==> config.mk <==
export PLATFORM = sky130hd
export DESIGN_NAME = if_fetch_ctrl
export DESIGN_NICKNAME = d
export VERILOG_FILES = /design/src/rtl/if_fetch_ctrl_pkg.sv /design/src/rtl/if_fetch_ctrl.sv
export SDC_FILE = /design/constraint.sdc
export NUM_CORES = 1
export LEC_CHECK = 0
export CAP_MARGIN = 30
export CORE_MARGIN = 3
export CORE_UTILIZATION = 47
export DETAILED_ROUTE_END_ITERATION = 12
export PLACE_DENSITY = 0.95
export SLEW_MARGIN = 20
export SYNTH_ARGS = -nofsm -noshare
export SYNTH_HDL_FRONTEND = slang
export SYNTH_SLANG_ARGS = --single-unit
==> constraint.sdc <==
create_clock -name clk -period 2.6 [get_ports clk]
set_input_delay 0.26 -clock clk [delete_from_list [all_inputs] [get_ports clk]]
set_output_delay 0.26 -clock clk [all_outputs]
set_load 0.01 [all_outputs]
==> src/rtl/if_fetch_ctrl_pkg.sv <==
// Shared definitions for the instruction-fetch control stage.
//   INST_W   : instruction / address width
//   RESET_PC : program counter value loaded by reset
//   NOP_INST : instruction presented whenever no real fetch is valid
//   fetch_state_e : FETCH (request every cycle) / MISS (waiting on refill)
package if_fetch_ctrl_pkg;

  localparam int INST_W = 32;

  localparam logic [INST_W-1:0] RESET_PC = 32'h0000_0000;
  localparam logic [INST_W-1:0] NOP_INST = 32'h0000_0013;

  typedef enum logic {
    FETCH = 1'b0,
    MISS  = 1'b1
  } fetch_state_e;

endpackage

==> src/rtl/if_fetch_ctrl.sv <==
// Instruction-fetch control: owns the PC, issues Icache requests and
// presents PC/instruction to the IF/ID register. Redirects arriving during
// an Icache miss are held in a pending register and applied on refill.
//
// Ports
//   clk                in   clock, all state on rising edge
//   rst                in   synchronous active-high reset
//   fc_stall_if_i      in   hold PC (ignored while in MISS)
//   fc_jump_flag_if_i  in   redirect request
//   fc_jump_pc_if_i    in   redirect target
//   Icache_hit_i       in   same-cycle hit for the current request
//   Icache_inst_i      in   instruction, valid when hit
//   bc_Icache_ready_i  in   one-cycle pulse, refill complete
//   if_req_Icache_o    out  fetch request (FETCH only)
//   if_addr_Icache_o   out  fetch address (= PC)
//   if_pc_o            out  PC of presented instruction
//   if_inst_o          out  instruction to IF/ID (NOP when not valid)
//   if_valid_o         out  if_inst_o is a real fetched instruction
module if_fetch_ctrl
  import if_fetch_ctrl_pkg::*;
(
  input  logic              clk,
  input  logic              rst,
  input  logic              fc_stall_if_i,
  input  logic              fc_jump_flag_if_i,
  input  logic [INST_W-1:0] fc_jump_pc_if_i,
  input  logic              Icache_hit_i,
  input  logic [INST_W-1:0] Icache_inst_i,
  input  logic              bc_Icache_ready_i,
  output logic              if_req_Icache_o,
  output logic [INST_W-1:0] if_addr_Icache_o,
  output logic [INST_W-1:0] if_pc_o,
  output logic [INST_W-1:0] if_inst_o,
  output logic              if_valid_o
);

  fetch_state_e      state, state_n;
  logic [INST_W-1:0] pc, pc_n;
  logic              pend_flag, pend_flag_n;
  logic [INST_W-1:0] pend_pc, pend_pc_n;

  // Outputs are purely combinational so a hit costs no extra cycle.
  always_comb begin
    if_req_Icache_o  = (state == FETCH);
    if_addr_Icache_o = pc;
    if_pc_o          = pc;
    // A jump in the same cycle turns the fetched word into a bubble.
    if_valid_o       = (state == FETCH) && Icache_hit_i && !fc_jump_flag_if_i;
    if_inst_o        = if_valid_o ? Icache_inst_i : NOP_INST;
  end

  // Next-state / PC-next mux.
  always_comb begin
    // NOTE: every variable gets a default first so no path leaves it unassigned (no latch).
    state_n     = state;
    pc_n        = pc;
    pend_flag_n = pend_flag;
    pend_pc_n   = pend_pc;

    unique case (state)
      FETCH: begin
        if (fc_jump_flag_if_i) begin
          pc_n = fc_jump_pc_if_i;
        end else if (!Icache_hit_i) begin
          state_n = MISS;
        end else if (!fc_stall_if_i) begin
          pc_n = pc + 32'd4;       // modulo 2^32, low bits carried through
        end
      end

      MISS: begin
        // Latest redirect wins; stall is irrelevant with no request outstanding.
        if (fc_jump_flag_if_i) begin
          pend_flag_n = 1'b1;
          pend_pc_n   = fc_jump_pc_if_i;
        end
        if (bc_Icache_ready_i) begin
          state_n     = FETCH;
          pend_flag_n = 1'b0;
          if (fc_jump_flag_if_i) begin
            pc_n = fc_jump_pc_if_i;
          end else if (pend_flag) begin
            pc_n = pend_pc;
          end
        end
      end

      default: state_n = FETCH;
    endcase
  end

  // NOTE: sequential state uses non-blocking (<=) so all registers update together at the edge.
  always_ff @(posedge clk) begin
    if (rst) begin
      state     <= FETCH;
      pc        <= RESET_PC;
      pend_flag <= 1'b0;
      pend_pc   <= '0;
    end else begin
      state     <= state_n;
      pc        <= pc_n;
      pend_flag <= pend_flag_n;
      pend_pc   <= pend_pc_n;
    end
  end

endmodule

After elaboration in Yosys (flattened, before gate mapping)
Cells that the tools add are included.
W data, S select, Z words.
{"block": "op_classes", "n_addsub": 1, "n_mux": 14, "bitwise_logic": 1, "n_eq_ne": 4, "reduce_logical": 7}
{"op": "$mux W32", "n": 7}
{"op": "$pmux W32 S2", "n": 1}
{"op": "$add A32 B3 Y32 const B", "n": 1}
{"op": "$ne A3 B3 Y1 const B", "n": 2}
{"op": "$mux W1", "n": 5}
{"op": "$reduce_and A2 Y1", "n": 2}
{"op": "$reduce_and A4 Y1", "n": 1}
{"op": "$ne A3 B2 Y1 const B", "n": 1}
{"op": "$logic_and A1 B1 Y1", "n": 2}
{"op": "$ne A2 B2 Y1 const B", "n": 1}
{"op": "$pmux W1 S2", "n": 1}
{"op": "$reduce_bool A2 Y1", "n": 1}
{"op": "$logic_not A1 Y1", "n": 1}
{"op": "$not A1 Y1", "n": 1}
{"block": "totals", "reg_bits": 66, "elab_cells": 31, "input_bits": 70, "out_inout_bits": 98}

Logic depth before layout (Yosys ltp)
Gate-level depths: netlist of run 1.
{"block": "depth", "ltp_word": 5, "mapped_depth": 7, "ltp_nobuf": 6}

Worst setup path before layout of run 1
Ideal clock, no wire load.
{"block": "synth_timing", "kind": "register to register", "startpoint": "register pc[2], in the netlist if_addr_Icache_o[2]", "endpoint": "register pc[30], in the netlist if_addr_Icache_o[30]", "stages_incl_launch_ff": 6, "slack_ns": 0.707, "setup_time_ns": 0.075, "required_ns": 2.525, "n_path_buf": 0, "arrival_time_ns": 1.818, "synth_period_minus_slack_ns": 1.893, "path_cell_list": "dfxtp_1 -> ha_1 -> nand4_1 -> or4_1 -> o41a_1 -> o22ai_1"}
{"block": "synth_between", "elab_chain_len": 5}
{"element": "start, declared", "line": "if_fetch_ctrl.sv:38", "rtl": "logic [INST_W-1:0] pc, pc_n;"}
{"element": "start signal, assigned", "line": "if_fetch_ctrl.sv:101", "rtl": "pc <= pc_n;"}
{"element": "$add A32 B3 Y32", "line": "if_fetch_ctrl.sv:67", "rtl": "pc_n = pc + 32'd4;"}
{"element": "$mux W32", "line": "if_fetch_ctrl.sv:66", "rtl": "end else if (!fc_stall_if_i) begin"}
{"element": "$mux W32", "line": "if_fetch_ctrl.sv:64", "rtl": "end else if (!Icache_hit_i) begin"}
{"element": "$mux W32", "line": "if_fetch_ctrl.sv:62", "rtl": "if (fc_jump_flag_if_i) begin"}
{"element": "$pmux W32 S2", "line": "if_fetch_ctrl.sv:60", "rtl": "unique case (state)"}
No other way between the ends. The select of a mux whose other input is x is not followed.
A chain may end at the register's enable or synchronous reset.

Worst setup path in the final report of run 1
{"block": "layout_timing", "startpoint": "register state", "endpoint": "output if_inst_o[0]"}
{"block": "layout_between", "elab_chain_len": 4}
{"element": "start, declared", "line": "if_fetch_ctrl.sv:37", "rtl": "fetch_state_e state, state_n;"}
{"element": "start signal, assigned", "line": "if_fetch_ctrl.sv:100", "rtl": "state <= state_n;"}
{"element": "$not A1 Y1"}
{"element": "$logic_and A1 B1 Y1 (2 in a row)", "line": "if_fetch_ctrl.sv:48", "rtl": "if_valid_o = (state == FETCH) && Icache_hit_i && !fc_jump_flag_if_i;"}
{"element": "$mux W32", "line": "if_fetch_ctrl.sv:49", "rtl": "if_inst_o = if_valid_o ? Icache_inst_i : NOP_INST;"}
{"element": "end, declared", "line": "if_fetch_ctrl.sv:33", "rtl": "output logic [INST_W-1:0] if_inst_o,"}
No other way between the ends.

==> results of run 1 <==
==> worst max-delay path: cells and delay by family (launching register included) <==
| family | cells | cell delay (ps) |
|---|---|---|
| simple gates | 3 | 370 |
| buf+inv | 2 | 770 |
| flops | 1 | 520 |
==> layout make-up <==
cell class | instances | area [um2] | area share (%)
Multi-Input combinational cell | 407 | 2200 | 38.63
Clock inverter | 7 | 101.3 | 1.780
Inverter | 7 | 26.28 | 0.4614
Clock buffer | 9 | 123.9 | 2.175
Timing Repair Buffer | 184 | 1794 | 31.51
Tap cell | 102 | 127.6 | 2.241
Sequential cell | 66 | 1321 | 23.20
==> sequential cells by signal, summed over array words and instances, names as in the netlist <==
name and cells:
if_addr_Icache_o 32, pend_pc 32, pend_flag 1, state 1
==> cells by family (layout without fill, tap and decap cells) <==
kind of cell / count (synthesis) / after routing / synth area share, %
AO/OA/AOI/OAI: 160 / 160 / 24.14
XOR/XNOR: 2 / 2 / 0.4407
adder cells (fa/ha/maj): 1 / 1 / 0.3147
buffers and inverters: 85 / 207 / 11.55
flip-flops: 66 / 66 / 33.24
multiplexers: 8 / 8 / 2.015
AND/OR/NAND/NOR: 236 / 236 / 28.30
==> metal layers <==
metal | track usage [%] | wire length, um | vias to the layer above
li1 | - | - | 2184
met1 | 34.04 | 5264 | 2204
met2 | 47.64 | 6895 | 313
met3 | 6.000 | 1469 | 54
met4 | 12.78 | 448 | 0
met5 | 0 | 0 | -
==> where the power goes <==
part	switching [W]	leakage, nW	internal (W)	total, W
logic	0.000320	1.36	0.000377	0.000697
clock network	0.000457	0.106	0.000548	0.00100
registers	0.0000987	0.540	0.00107	0.00117
total	0.000875	2.01	0.00199	0.00287
==> cells in the final DEF (no fill, tap or decap), drive strengths merged, types with 2 or more instances in the layout <==
| cell type | netlist | layout |
|---|---|---|
| or3 | 3 | 3 |
| clkdlybuf4s50 | 0 | 166 |
| nand3 | 14 | 14 |
| a21oi | 64 | 64 |
| nor4 | 4 | 4 |
| o41a | 2 | 2 |
| nor3b | 2 | 2 |
| and2 | 2 | 2 |
| inv | 7 | 9 |
| buf | 41 | 18 |
| clkbuf | 37 | 9 |
| nand4 | 11 | 11 |
| clkinvlp | 0 | 2 |
| o31a | 3 | 3 |
| a31oi | 4 | 4 |
| o32ai | 4 | 4 |
| bufinv | 0 | 2 |
| nand2 | 118 | 118 |
| o21ai | 37 | 37 |
| o41ai | 2 | 2 |
| o2bb2ai | 2 | 2 |
| o311ai | 2 | 2 |
| nor3 | 12 | 12 |
| a211oi | 7 | 7 |
| mux2i | 8 | 8 |
| nor2 | 23 | 23 |
| nand2b | 5 | 5 |
| a41oi | 2 | 2 |
| a21o | 2 | 2 |
| dfxtp | 66 | 66 |
| o211ai | 14 | 14 |
| and4 | 4 | 4 |
| and3 | 35 | 35 |
| o22ai | 10 | 10 |
==> through the flow <==
step	area (um2)	util [%]	hold slack (ps)	worst slack (ps)
final	5694	71.47	458.4	318.9
after global routing	5694	71.47	473.7	193.6
after CTS	5694	71.47	459.9	327.5
after detailed placement	5469	68.64	448.5	103.7
after global placement	5469	68.64	439.5	250.5
after floorplan	3975	-	359.0	707.1
==> path summary, 6_finish.rpt <==
| path | startpoint | to | slack (ps) |
|---|---|---|---|
| setup / recovery | state | if_inst_o[0] | 320 |
| hold / removal | pend_pc[8] | pend_pc[8] | 460 |
| setup reg to reg | if_addr_Icache_o[2] | if_addr_Icache_o[30] | 450 |
| hold reg to reg | pend_pc[8] | pend_pc[8] | 460 |
==> results.md, run 1 <==
- The worst min-delay path category is reg2reg.
- The worst setup path is of the reg2out kind.
- Of the post-synthesis cell area, the dominant cell type holds 33.24%.
- The total length of routed wires is about 14 mm.
- The number of nets in the layout is around 750.
- The largest fanout of any net on the critical path is 38.
- Dividing the detail-routed wire length by the instance count gives 18.00 um.
- The most repeated cell in the gate-level netlist after synthesis is nand2_1.
- The final route contains 4755 vias.
- The flow ran to the end, and the final reports show no timing, DRC or antenna violations.
- The highest attainable clock frequency is 438.4 MHz.
- The via-per-instance ratio is 6.081.
- The width of the chip is 97.97 um.
- The initial antenna violation count is 0.
- Of the cells placed in the final design, the portion with a size suffix greater than 1 is 5.882%.
- Adding up every negative setup slack in the final design gives 0 ps.
- For this run, the detailed router's first-pass iteration total came to 5.
- After detailed placement, the design holds a cell count of about 770.
- Traced cell by cell, the critical path runs through nor2_2, buf_4, and2_1, nand2b_1, clkdlybuf4s50_1.
- The clock tree root buffer cell is clkbuf_8.
- For the worst setup path, the data arrival time is 2020 ps.
- STA puts the critical path data required time at 2340 ps.
- TritonCTS built the clock tree.
- The overall fraction of global-route tracks in use is 28.10%.
- The largest incremental delay on the critical path is 530 ps.
- For this block, the initial DRC count from the detailed router was just over 700.
- The worst hold path was traced through 2 stages.
- For this design the ratio of total power to cell area is 503.7 nW/um2.
- The post-detailed-route DRC marker count is 0.
- The number of synthesized flops with an enable pin is 0.
- IR analysis of the VDD net gives a maximum drop of 0.2878 mV.
- The sequential element share of the synthesized area is between 30 and 40%.
- Summed over all cells, the static leakage comes to 2.009 nW.
- The via count of the first global-routing pass was roughly 4500.
- Counting the fill cells in the layout gives 611.
- In the synthesized netlist the async set-or-reset flop fraction comes to 0%.
- For the pin with the worst max-slew slack, the measured transition is 731.2 ps.
- The final antenna-violating net count is 0.
- The first global-routing pass estimated roughly 22 mm of wire.
- The post-layout total power is 0.002868 W.
- The non-filler instance count after layout is 782.
- The commonest cells after synthesis are 118 x nand2_1, 66 x dfxtp_1, 64 x a21oi_1, 36 x o21ai_0, 35 x and3_1.
- Counting every net in the synthesized netlist gives between 600 and 700.
- The post-cts gate resize count is 0.
- For the worst flop-to-flop path, the logic depth is 6.
- The count of port buffers added during placement is 167.
- The synthesized design spends more area on one cell type than any other, namely dfxtp_1.
- The site row count is 32.
- The chip height is 97.97 um.
- The area of the mapped netlist is 3975 um2.
- The H-tree level count is 3.
- The floorplan step defined a core boundary enclosing 7968 um2.
- Once the floorplan was initialized, standard cells occupied roughly half of the core.
- The kind of capture point of the worst setup path is an output port.
- The final critical delay including setup and external delays is 2281 ps.
- The worst setup path is launched from a flop.
- The area overhead of the layout relative to synthesis is 43.25%.
- The max-slew violation count was 0.
- Among all flip-flop cells after synthesis, the most frequent one is dfxtp_1.
- For this design, the CTS-stage hold fixing added 0 buffers.
- Counting every sink on the clock net gives 66.
- The clock transition at the register clock pins on the worst setup and hold paths after CTS is 70 ps.
- The maximum number of buffers from clock root to sink is 2.
- Setup violations remaining at the end of the flow were counted as 0.
- The count of endpoints failing hold in the final timing report is 0.
- The remaining global-route overflow is 0.
- The final period utilization is about 88%.
- In this run, distinct cell masters in the synthesized netlist total between 40 and 50.
- Clock tree synthesis inserted a total of 9 buffers.
- The count of mapped cells out of synthesis is 558.
- The post-detailed-placement half-perimeter wirelength is 9.922 mm.
- Entering global routing, the biggest net connects 69 pins.
- The average instance in the mapped netlist occupies 7.124 um2.
- The number of synthesized register bits is 66.
- The worst-path cell with the longest stage delay is clkdlybuf4s50_1.
- The overall die area is roughly 9600 um2.
- At the end of routability-driven placement, the weighted congestion stood at 0.9291.
- The worst max-slew margin expressed relative to the limit is 51.25%.
- Clock latency on the worst-skew pair, taken at its later pin, is 360 ps.
- For this run, the number of Yosys warnings is 0.
- Max-cap violations in this run came to 0.
- Setup repair after global routing left no endpoint under its margin.
- The largest clock skew in the final design is 10.67 ps.
- The number of antenna cells inserted is 0.
- After synthesis, the cell types taking the most area are dfxtp_1 33%, nand2_1 11%, a21oi_1 8.1%.
- In this run the post-CTS setup repair buffer count came out at 0.
- The total I/O pin count is 168.
No activity file was read; power rests on OpenSTA's default activity.
==> run 2: changes to the inputs <==
--- a/config.mk
+++ b/config.mk
@@ -10,6 +10,7 @@
 export CORE_UTILIZATION = 47
 export DETAILED_ROUTE_END_ITERATION = 12
 export PLACE_DENSITY = 0.95
+export REMOVE_ABC_BUFFERS = 1
 export SLEW_MARGIN = 20
 export SYNTH_ARGS = -nofsm -noshare
 export SYNTH_HDL_FRONTEND = slang
==> constraint.sdc (replaced) <==
create_clock -name clk -period 2.77 [get_ports clk]
set_input_delay 0.277 -clock clk [delete_from_list [all_inputs] [get_ports clk]]
set_output_delay 0.277 -clock clk [all_outputs]
set_load 0.01 [all_outputs]
==> run 2 against run 1 <==
Sequential share of layout area grew 0.14 points. Cell count is 0.13% lower. Clock skew shrank 2.9 ps. Utilization is 0.44 points lower. Design area fell by 0.62%. Combinational power decreased by 6.5%. Largest cell class unchanged. Highest routed layer unchanged.
==> results.md, run 2 (synthesis gave the netlist of run 1 again) <==
- The number of sinks on the clock net is 66 (unchanged).
- The global-route wire length before repair is 22.32 mm (+0.34%).
- The number of nets in the layout is 745 (-0.13%).
- The clock transition at the register clock pins on the worst setup and hold paths after CTS is 70 ps (about the same).
- The number of maximum-capacitance violations is 0 (unchanged).
- The initial core utilization is 49.89% (unchanged).
- The footprint of the flip-flops and latches is 1321 um2 (unchanged).
- The detailed router's first-iteration violation count came to 516 (-27%).
- The worst setup path startpoint is state.
- The number of filler instances in the final layout is 624 (+2.1%).
- The area overhead of the layout relative to synthesis is 42.37%.
- The data required time of the worst path is 2490 ps (+150 ps).
- The overall die area is 9597 um2 (unchanged).
- The nature of the critical path startpoint is a flop.
- The final period utilization is 89.54%.
- The via count of the first global-routing pass came to 4528 (+1.7%).
- Leaving out fill and tap cells, the most frequent cell in the layout is clkdlybuf4s50_1.
- The chip height came to 97.97 um (unchanged).
- The site row count was 32 (unchanged).
- The placeable core region was 7968 um2 (unchanged).
- The initial antenna violation count is 0 (unchanged).
- The count of endpoints failing hold in the final timing report is 0 (unchanged).
- The maximum number of buffers from clock root to sink is 2 (unchanged).
- The clock network fraction of design power is 32.0% (-3.0 points).
- The worst hold slack is 399.0 ps (-59.40 ps).
- In this run the critical register-to-register path is launched from state.
- The arrival time at the worst endpoint is 2200 ps (+180 ps).
- For the finished layout, the period the worst path requires is 2480 ps.
- Leaving out fill and tap cells, the most frequent cells in the layout are 166 x clkdlybuf4s50_1, 118 x nand2_1, 66 x dfxtp_1, 64 x a21oi_1, 36 x o21ai_0.
- The first-pass iteration count of the detailed router is 5 (unchanged).
- The total I/O pin count is 168 (unchanged).
- The static leakage was 1.999 nW (-0.47%).
- The largest incremental delay on the critical path is 660 ps (+130 ps).
- In this run the worst hold path is classified as in2reg.
- The share of cells above drive strength 1 came to 5.302% (-0.58 points).
- The kind of capture point of the worst setup path is an output port.
- The via-per-instance ratio is 5.909 (-2.8%).
- The beginning of the worst hold path is rst.
- The H-tree level count is 3 (unchanged).
- The overall fraction of global-route tracks in use is 27.91% (-0.19 points).
- The number of antenna cells inserted was 0 (unchanged).
- The count of port buffers added during placement came to 167 (unchanged).
- The CTS buffer count is 9 (unchanged).
- The worst setup timing slack at the placement stage was 385.9 ps (+282.1 ps).
- The internal cell power is 0.001821 W (-8.6%).
- The remaining global-route overflow is 0 (unchanged).
- The max-slew violation count was 0 (unchanged).
- The largest fanout of any net on the critical path came to 38 (unchanged).
- The critical path goes through nor2_2, buf_4, and2_1, nand2b_1, clkdlybuf4s50_1.
- The worst max-slew margin expressed relative to the limit is 63.66% (+12 points).
- The final setup violation count is 0 (unchanged).
- Setup repair after global routing left no endpoint under its margin.
- The transition time at the pin with the least slew margin was 544.3 ps (-186.9 ps).
- The largest net degree at the start of global routing is 45 (-35%).
- The combinational share of power is 25.4% (+1.1 points).
- The maximum vdd ir drop is 0.2725 mV (-5.3%).
- The switching power is 0.0007415 W (-15%).
- The largest clock skew in the final design is 7.762 ps (-2.913 ps).
- The clock insertion delay at the later pin of the skew report came to 340 ps (-20 ps).
- The final critical-path setup slack is 289.8 ps (-29.13 ps).
- The accumulated negative setup slack was 0 ps (unchanged).
- The width of the chip is 97.97 um (unchanged).
- The number of hold buffers added after CTS is 0 (unchanged).
- The flow ran to the end, and the final reports show no timing, DRC or antenna violations.
- The post-detailed-route DRC marker count is 0 (unchanged).
- The critical path in this run is classified as reg2out.
- The post-cts gate resize count is 0 (unchanged).
- The area of the multi-input gates was 2200 um2 (unchanged).
- TritonCTS built the clock tree.
- The average wire per cell in the routed design is 17.34 um (-3.7%).
- The total length of routed wires is 13.55 mm (-3.8%).
- The number of setup buffers added after CTS is 0 (unchanged).
- The worst-path cell with the longest stage delay is dfxtp_1.
- The final antenna-violating net count was 0 (unchanged).
- The highest attainable clock frequency is 403.2 MHz.
- The total via count in the routed design is 4615 (-2.9%).
- The sequential fraction of design power is 42.6% (+1.9 points).
- The final RePlAce weighted congestion came to 0.9077 (-2.3%).
- The total power per unit cell area is 452.8 nW/um2 (-10%).
- The switching power share of the total was 28.94% (-1.6 points).
- The tree is rooted in a clkbuf_8.
- The post-detailed-placement half-perimeter wirelength is 9.692 mm (-2.3%).
[run 2: cell types whose count changed in the layout (fill, tap and decap cells not counted), sizes merged]
cell,change
clkbuf,+5
clkinvlp,-2
inv,-2
buf,-1
bufinv,-1
[run 2: per-layer routing]
| layer | vias up | wire length (um) | global-route usage (%) |
|---|---|---|---|
| met2 | 259 | 6756 | 46.86 |
| met3 | 36 | 1300 | 6.786 |
| met5 | - | 0 | 0 |
| met1 | 2132 | 5163 | 35.05 |
| li1 | 2188 | - | - |
| met4 | 0 | 327 | 9.372 |
[run 2: worst paths after layout]
kind	slack, ps	cells past startpoint	to
max	290	5	if_inst_o[0]
min	400	2	pend_pc[24]
max reg2reg	450	7	if_addr_Icache_o[28]
min reg2reg	460	2	pend_pc[29]
[run 2: final cells by class]
class | instances | area share (%)
Timing Repair Buffer | 183 | 31.57
Inverter | 7 | 0.4643
Multi-Input combinational cell | 407 | 38.87
Clock inverter | 2 | 0.6191
Clock buffer | 14 | 2.874
Sequential cell | 66 | 23.35
Tap cell | 102 | 2.255
[run 2: critical path: cells and delay by family, from the launching register on]
kind,cells,cell delay (ps)
flops,1,660
simple gates,3,390
buf+inv,2,800
[run 2: stage by stage]
stage	instances	utilization (%)	area (um2)	total power [W]
after floorplan	480	-	3542	0.001329
after global placement	765	68.55	5461	0.001731
after detailed placement	765	68.55	5461	0.001752
after CTS	781	71.03	5659	0.002561
after global routing	781	71.03	5659	0.002671
final	781	71.03	5659	0.002563
[run 2: power groups by stage]
stage | sequential, W | clock, W | combinational [W]
2_1_floorplan | 0.00113 | 0 | 0.000195
3_3_place_gp | 0.00110 | 0 | 0.000628
3_5_place_dp | 0.00111 | 0 | 0.000643
4_1_cts | 0.00109 | 0.000824 | 0.000649
5_1_grt | 0.00110 | 0.000869 | 0.000699
6_report | 0.00109 | 0.000819 | 0.000652
==> run 3: changes to the inputs <==
--- a/config.mk
+++ b/config.mk
@@ -7,9 +7,10 @@
 export LEC_CHECK = 0
 export CAP_MARGIN = 30
 export CORE_MARGIN = 3
-export CORE_UTILIZATION = 47
+export CORE_UTILIZATION = 43
+export CTS_CLUSTER_SIZE = 12
 export DETAILED_ROUTE_END_ITERATION = 12
-export PLACE_DENSITY = 0.95
+export PLACE_DENSITY = 0.92
 export REMOVE_ABC_BUFFERS = 1
 export SLEW_MARGIN = 20
 export SYNTH_ARGS = -nofsm -noshare
==> constraint.sdc (replaced) <==
create_clock -name clk -period 2.7 [get_ports clk]
set_input_delay 0.27 -clock clk [delete_from_list [all_inputs] [get_ports clk]]
set_output_delay 0.27 -clock clk [all_outputs]
set_load 0.01 [all_outputs]
==> run 3 against run 2 <==
Power rose by 1.4%. Critical path depth fell by 1. Setup slack improved by 69 ps. Design area rose by 0.31%. Cell count rose by 1.0%. Sequential share of layout area fell by 0.072 points. Critical endpoint is now if_inst_o[29]. Largest cell class unchanged. Hold slack got worse by 100 ps. Global-route usage fell by 2.9 points. Clock-buffer cell count fell by 2.
==> results.md, run 3 (synthesis gave the netlist of run 1 again) <==
- The flow ran to the end, and the final reports show no timing, DRC or antenna violations.
- The post-detailed-route DRC marker count is 0 (unchanged).
- The switching power is 0.0007613 W (+2.7%).
- The total via count in the routed design was 4619 (+0.087%).
- The maximum number of buffers from clock root to sink is 2 (unchanged).
- The total length of routed wires is 13.23 mm (-2.3%).
- The post-cts gate resize count was 0 (unchanged).
- The average wire per cell in the routed design is 16.77 um (-3.3%).
- The sequential fraction of design power is 43.1% (+0.5 points).
- Setup repair after global routing left no endpoint under its margin.
- The number of hold buffers added after CTS was 0 (unchanged).
- The first-pass iteration count of the detailed router is 5 (unchanged).
- The via count of the first global-routing pass came to 4342 (-4.1%).
- The final setup violation count is 0 (unchanged).
- The data required time of the worst path was 2430 ps (-60 ps).
- After layout, the minimum clock period comes to 2341 ps.
- After layout, the worst path uses 86.70% of the clock period.
- The count of port buffers added during placement is 167 (unchanged).
- The worst setup path is launched from a flop.
- The maximum vdd ir drop was 0.2906 mV (+6.7%).
- The H-tree level count is 3 (unchanged).
- The final antenna-violating net count is 0 (unchanged).
- The number of setup buffers added after CTS is 0 (unchanged).
- The total I/O pin count is 168 (unchanged).
- The critical path is of the reg2out type.
- The area overhead of the layout relative to synthesis is 42.81%.
- The largest net degree at the start of global routing came to 37 (-18%).
- The worst-path cell with the longest stage delay is clkdlybuf4s50_1.
- The transition time at the pin with the least slew margin is 465.5 ps (-78.86 ps).
- The final RePlAce weighted congestion is 0.8968 (-1.2%).
- The post-detailed-placement half-perimeter wirelength is 9.717 mm (+0.26%).
- The initial antenna violation count is 0 (unchanged).
- The largest clock skew in the final design is 7.536 ps (-0.2251 ps).
- The top cell types in the final layout, fill and taps aside, are 166 x clkdlybuf4s50_1, 118 x nand2_1, 66 x dfxtp_1, 64 x a21oi_1, 36 x o21ai_0.
- The number of antenna cells inserted was 0 (unchanged).
- The internal cell power is 0.001837 W (+0.88%).
- The max-slew violation count is 0 (unchanged).
- Traced cell by cell, the critical path runs through nor2_2, buf_4, and3_1, clkdlybuf4s50_1.
- The arrival time at the worst endpoint is 2070 ps (-130 ps).
- STA classifies the critical path endpoint as an output port.
- The chip height is 102.1 um (+4.3%).
- In this run the worst hold path is classified as in2reg.
- The width of the chip is 102.1 um (+4.3%).
- The static leakage came to 2.009 nW (+0.50%).
- The overall fraction of global-route tracks in use is 25.05% (-2.9 points).
- The worst max-slew margin expressed relative to the limit is 68.89% (+5.2 points).
- The highest attainable clock frequency is 427.2 MHz.
- The combinational share of power is 25.6% (+0.2 points).
- TritonCTS built the clock tree.
- The clock network fraction of design power was 31.4% (-0.6 points).
- The worst hold slack is 299.3 ps (-99.74 ps).
- The remaining global-route overflow is 0 (unchanged).
- The placeable core region is 8848 um2 (+11%).
- The switching power share of the total came to 29.30% (+0.36 points).
- The clock insertion delay at the later pin of the skew report is 350 ps (about the same).
- The via-per-instance ratio came to 5.854 (-0.93%).
- The overall die area is 10430 um2 (+8.7%).
- The number of sinks on the clock net came to 66 (unchanged).
- The initial core utilization is 44.92% (-5.0 points).
- The clock transition at the register clock pins on the worst setup and hold paths after CTS is 70 ps (about the same).
- The number of maximum-capacitance violations is 0 (unchanged).
- The global-route wire length before repair was 21.10 mm (-5.5%).
- The CTS buffer count is 9 (unchanged).
- The largest incremental delay on the critical path is 540 ps (-120 ps).
- The clock tree root buffer cell is clkbuf_8.
- The number of nets in the layout is 748 (+0.40%).
- The post-route core utilization came to 64.15% (-6.9 points).
- The count of endpoints failing hold in the final timing report is 0 (unchanged).
- The largest fanout of any net on the critical path came to 20 (-47%).
- The detailed router's first-iteration violation count came to 475 (-7.9%).
- The total power per unit cell area was 457.7 nW/um2 (+1.1%).
- Leaving out fill and tap cells, the most frequent cell in the layout is clkdlybuf4s50_1.
- The site row count is 34 (+6.3%).
- The share of cells above drive strength 1 is 5.727% (+0.42 points).
==> run 3: changes by cell type in the layout (fill, tap and decap cells not counted) <==
| cell | previous run | this run |
|---|---|---|
| buf_4 | 16 | 19 |
| clkbuf_8 | 11 | 10 |
| clkinv_2 | 1 | 2 |
| clkbuf_1 | 3 | 2 |
==> run 3: metal layers <==
layer  routed length [um]  part of all wire, %  track usage, %  up-vias
li1                     -                    -               -     2191
met1                 5228                   40           31.34     2152
met2                 6414                   48           42.63      252
met3                 1450                   11           6.758       24
met4                  141                  1.1           6.761        0
met5                    0                    0               0        -
==> run 3: per-stage QoR <==
step | instances | setup WS (ps) | setup TNS [ps] | instance area, um2 | total power (W)
after floorplan | 480 | -94.36 | -2965 | 3542 | 0.001364
after global placement | 774 | 466.7 | 0 | 5492 | 0.001782
after detailed placement | 774 | 343.0 | 0 | 5492 | 0.001800
after CTS | 789 | 372.7 | 0 | 5677 | 0.002606
after global routing | 789 | 277.3 | 0 | 5677 | 0.002707
final | 789 | 359.2 | 0 | 5677 | 0.002598
==> run 3: final timing paths <==
check,cells after the start,start,end,slack [ps]
worst max register to register,7,state,if_addr_Icache_o[22],530
worst min register to register,2,pend_pc[15],pend_pc[15],450
worst min-delay path,2,rst,state,300
worst max-delay path,4,state,if_inst_o[29],360
==> run 3: layout make-up <==
class / instances / area (um2)
flip-flops and latches: 66 / 1321
repair buffers: 186 / 1809
well taps: 108 / 135.1
clock buffers: 12 / 145.1
clock inverters: 3 / 40.04
fillers: 749 / 3172
inverters: 7 / 26.28
multi-input cells: 407 / 2200
==> run 3: power by group through the flow <==
stage | sequential [W] | clock [W] | combinational [W]
2_1_floorplan | 0.00116 | 0 | 0.000200
3_3_place_gp | 0.00113 | 0 | 0.000649
3_5_place_dp | 0.00114 | 0 | 0.000661
4_1_cts | 0.00112 | 0.000825 | 0.000664
5_1_grt | 0.00113 | 0.000857 | 0.000721
6_report | 0.00112 | 0.000815 | 0.000664
==> run 3: critical path: cells and delay by family, from the launching register on <==
kind	cells	cell delay (ps)
flops	1	440
simple gates	2	440
buf+inv	2	830
